===== src/rtl/fetch_sequencer.sv =====
// Fetch-stage PC sequencer: picks next_inst_address from reset vector, redirect, hold or PC+4.
// Zero-latency next-PC path; backpressure via stall/imem_ready holds the PC, flags are registered.
module fetch_sequencer #(
  parameter logic [31:0] RESET_VECTOR = 32'h0000_0000,
  parameter logic [31:0] EXC_VECTOR   = 32'h0000_0080,
  parameter int unsigned MAX_WAIT     = 8
) (
  input  logic        clock,
  input  logic        reset,
  input  logic        run,
  input  logic [31:0] inst_address,
  input  logic        jump,
  input  logic [31:0] jump_target,
  input  logic        branch_taken,
  input  logic [31:0] branch_target,
  input  logic        stall,
  input  logic        imem_ready,
  output logic [31:0] next_inst_address,
  output logic        imem_req,
  output logic        fetch_valid,
  output logic        flush,
  output logic        misalign_err,
  output logic        timeout
);

  typedef enum logic [1:0] {IDLE, FETCH, WAIT, HALT} state_t;

  localparam logic [7:0] MAX_WAIT_CNT = 8'(MAX_WAIT);

  state_t      state, state_nxt;
  logic [7:0]  wait_cnt, wait_cnt_nxt;
  logic        redir, redir_act, tgt_misaligned, timeout_set;
  logic [31:0] tgt, pc_plus4;

  assign redir          = jump | branch_taken;
  assign tgt            = jump ? jump_target : branch_target;
  assign tgt_misaligned = (tgt[1:0] != 2'b00);
  assign pc_plus4       = inst_address + 32'd4;

  always_comb begin
    state_nxt         = state;
    wait_cnt_nxt      = wait_cnt;
    next_inst_address = inst_address;
    imem_req          = 1'b0;
    fetch_valid       = 1'b0;
    redir_act         = 1'b0;
    timeout_set       = 1'b0;

    if (reset) begin
      next_inst_address = RESET_VECTOR;
      state_nxt         = IDLE;
      wait_cnt_nxt      = 8'd0;
    end else begin
      case (state)
        IDLE: begin
          if (run) state_nxt = FETCH;
        end
        FETCH: begin
          imem_req = !stall;
          if (redir) begin
            redir_act = 1'b1;
          end else if (stall) begin
            state_nxt = FETCH;
          end else if (imem_ready) begin
            fetch_valid       = 1'b1;
            next_inst_address = pc_plus4;
            if (!run) state_nxt = IDLE;
          end else begin
            wait_cnt_nxt = 8'd1;
            state_nxt    = WAIT;
          end
        end
        WAIT: begin
          // The request stays outstanding, so a hazard stall cannot withdraw it.
          imem_req = 1'b1;
          if (redir) begin
            redir_act = 1'b1;
          end else if (imem_ready) begin
            fetch_valid       = 1'b1;
            next_inst_address = pc_plus4;
            wait_cnt_nxt      = 8'd0;
            state_nxt         = run ? FETCH : IDLE;
          end else if (wait_cnt == MAX_WAIT_CNT) begin
            timeout_set = 1'b1;
            state_nxt   = HALT;
          end else begin
            wait_cnt_nxt = wait_cnt + 8'd1;
          end
        end
        HALT: begin
          state_nxt = HALT;
        end
        default: state_nxt = IDLE;
      endcase

      if (redir_act) begin
        next_inst_address = tgt_misaligned ? EXC_VECTOR : tgt;
        wait_cnt_nxt      = 8'd0;
        state_nxt         = FETCH;
      end
    end
  end

  always_ff @(posedge clock) begin
    if (reset) begin
      state        <= IDLE;
      wait_cnt     <= 8'd0;
      flush        <= 1'b0;
      misalign_err <= 1'b0;
      timeout      <= 1'b0;
    end else begin
      state        <= state_nxt;
      wait_cnt     <= wait_cnt_nxt;
      flush        <= redir_act;
      misalign_err <= redir_act & tgt_misaligned;
      if (timeout_set) timeout <= 1'b1;
    end
  end

endmodule


===== config.mk =====
export PLATFORM = sky130hd
export DESIGN_NAME = fetch_sequencer
export DESIGN_NICKNAME = d
export VERILOG_FILES = /design/src/rtl/fetch_sequencer.sv
export SDC_FILE = /design/constraint.sdc
export NUM_CORES = 1
export LEC_CHECK = 0
export CORE_ASPECT_RATIO = 0.7
export CORE_MARGIN = 10
export CORE_UTILIZATION = 30
export CTS_CLUSTER_SIZE = 25
export DETAILED_ROUTE_END_ITERATION = 16
export PLACE_DENSITY_LB_ADDON = 0.15
export SLEW_MARGIN = 25
export SYNTH_ARGS = -nofsm -noshare
export SYNTH_HDL_FRONTEND = slang
export SYNTH_SLANG_ARGS = --single-unit

===== constraint.sdc =====
create_clock -name clock -period 5.1 [get_ports clock]
set_clock_uncertainty 0.1 [all_clocks]
set_input_delay 1.02 -clock clock [delete_from_list [all_inputs] [get_ports clock]]
set_output_delay 1.02 -clock clock [all_outputs]
set_load 0.05 [all_outputs]

==> out/qor.yml <==
final_cell_mix: "108 x clkdlybuf4s50_1, 29 x nor2_1, 27 x nand2_1"
status: "finished clean"
synth_area_per_cell_um2: 6.81
p_per_area_nw_per_um2: 212
worstSkewPairLatency_ps: 240
synth_edf_count: 0
viasPerCell: 6.17
required_ps: 3980
portBuffers: 139
initial_core_util_pct: 30.6
fp.dieW_um: 130
synth_top_area_cell: "dfxtp_1"
routedWlPerCell_um: 21.9
ys_ff_latch: 13
remaining_drc_errors: 0
cp-end-kind: "output pin"
cts_tree: "yes"
core-area_um2: 8370
fp.dieH_um: 97.3
grt_antenna_before_repair: 0
synthFlopType: "dfxtp_1"
htreeDepth: 1
worst_pin_slew_ps: 878
grt_overflow: 0
cts_max_path_buffers: 2
crit_fanout: 6
worstPathArrival_ps: 3560
r2r_start: "state[0]$_SDFFE_PP0P_"
fin_util_pct: 50.6
async_reset_ff_share_pct: 0
final_common_cell: "clkdlybuf4s50_1"
syn-instance-count: 376
max_freq_mhz: 213
startpoint_type: "input pin"
worstPathCellList: "clkdlybuf4s50_1, nor2b_1, o21ai_0, nor2_1, and3_1, clkdlybuf4s50_1"
finalHoldViolations: 0
synth_cell_types: 65
ys_seq_area_share_pct: 10.2
n_antenna_cell: 0
cp_slowest_cell: "clkdlybuf4s50_1"
synth_area_leaders: "dfxtp_1 10%, mux2i_1 9.0%, o21ai_0 4.9%"
syn2layout_area_growth_pct: 65.4
gp_congestion: 1.00
synth_top_area_share_pct: 10.2
final_layout_size_suffix_gt1_share_pct: 10.9
grt_pass1_wl_um: 20300
grt_max_degree: 25
yosysWarnings: 0
cts_root_buf: "clkbuf_16"
cts_sinks: 13
syn-cell-area_um2: 2560
r2r_slack_ps: 2290
tns_ps: 0
fill_cells: 831
period_share_pct: 91.8
cts_setup_buffers: 0
p_leak_uw: 0.00153
track_usage_pct: 19.7
clk_pin_slew_worst_paths_ps: 50
cts_buffers: 3
max-vdd-ir-drop_v: 0.000121
slew_violations: 0
reg2reg_depth: 7
drt_iter0_markers: 488
nets: 615
r2r_end: "wait_cnt[7]$_SDFFE_PP0P_"
slowest_delay_ps: 830
setup_viol_count_final: 0
ant_nets: 0
dr.pass1.iters: 6
syn_nets: 486
via_count: 3758
num_rows: 28
cts-resized-gates: 0
drv_cap: 0
crit_top_cell: "clkdlybuf4s50_1"
hp-class: "reg2reg"
rsz0062_at_grt: "no"
die-area_um2: 12700
fin_crit_ps: 4680
endpoint: "fetch_valid"
relSlewSlack_pct: 41.2
worstSetupPathType: "in2out"
io_pins: 140
drt-total-wl_um: 13300
dp_hpwl_um: 10800
grt_pass1_vias: 3542
hold_buffers: 0
critPathLaunch: "stall"
-- layer usage --
metal / vias up / global-route usage [%] / part of all wire [%]
li1: 1746 / - / -
met1: 1722 / 28.4 / 45
met2: 267 / 28.4 / 42
met3: 23 / 6.16 / 12
met4: 0 / 2.30 / 1.2
met5: - / 0 / 0
-- stage by stage --
stage                     setup slack, ps  instances  cell area (um^2)  hold slack [ps]  total power (uW)
final                                 416        609              4230              384               896
after floorplan                       217        376              2560              367               458
after CTS                             444        609              4230              391               890
after detailed placement              459        605              4160              381               738
after global placement                442        605              4160              388               738
after global routing                  264        609              4230              437               944
-- worst max-delay path: cells and delay by family --
kind | cells | cell delay [ps]
simple gates | 3 | 810
compound gates | 1 | 350
buf+inv | 2 | 1380
-- registers in the layout (all words and copies together), names as in the netlist --
signal and cells:
state 2, flush 1, wait_cnt 8, timeout 1
misalign_err 1
-- synthesized netlist by cell type, types with 7 or more instances --
cell type,instances
nand3_1,23
and3_1,12
nand2_1,27
nor2_1,29
o21ai_0,25
nor3_1,22
mux2i_1,23
ha_1,7
and4_1,8
clkbuf_1,17
dfxtp_1,13
inv_1,9
nand4_1,15
a21oi_1,24
-- power by group --
| part | switching, uW | internal (uW) | leakage (uW) |
|---|---|---|---|
| sequential | 5.88 | 108 | 0.000105 |
| clock | 43.6 | 105 | 0.0000382 |
| combinational | 381 | 252 | 0.00138 |
-- cell type report --
class | instances | area, um^2 | share of cell area [%]
clock buffer | 4 | 78.8 | 1.86
inverter | 9 | 33.8 | 0.798
multi-input combinational | 329 | 2160 | 50.9
sequential | 13 | 260 | 6.15
tap | 105 | 131 | 3.10
timing repair buffer | 149 | 1570 | 37.2
-- logic make-up after synthesis --
group | synth area share [%]
AO/OA/AOI/OAI | 33.2
adder cells (fa/ha/maj) | 3.42
buffers and inverters | 5.77
XOR/XNOR | 1.03
AND/OR/NAND/NOR | 36.1
flip-flops | 10.2
multiplexers | 10.3
-- how the worst min path moves through the flow --
stage / startpoint / endpoint / slack, ps / cells after the start
after global placement: wait_cnt[4]$_SDFFE_PP0P_ / wait_cnt[4]$_SDFFE_PP0P_ / 390 / 2
after floorplan: wait_cnt[4]$_SDFFE_PP0P_ / wait_cnt[4]$_SDFFE_PP0P_ / 370 / 2
final: timeout$_SDFFE_PP0P_ / timeout$_SDFFE_PP0P_ / 380 / 2
after detailed placement: timeout$_SDFFE_PP0P_ / timeout$_SDFFE_PP0P_ / 380 / 2
after CTS: timeout$_SDFFE_PP0P_ / timeout$_SDFFE_PP0P_ / 390 / 2
after global routing: timeout$_SDFFE_PP0P_ / timeout$_SDFFE_PP0P_ / 440 / 2
(Power assumes the default switching activity.)
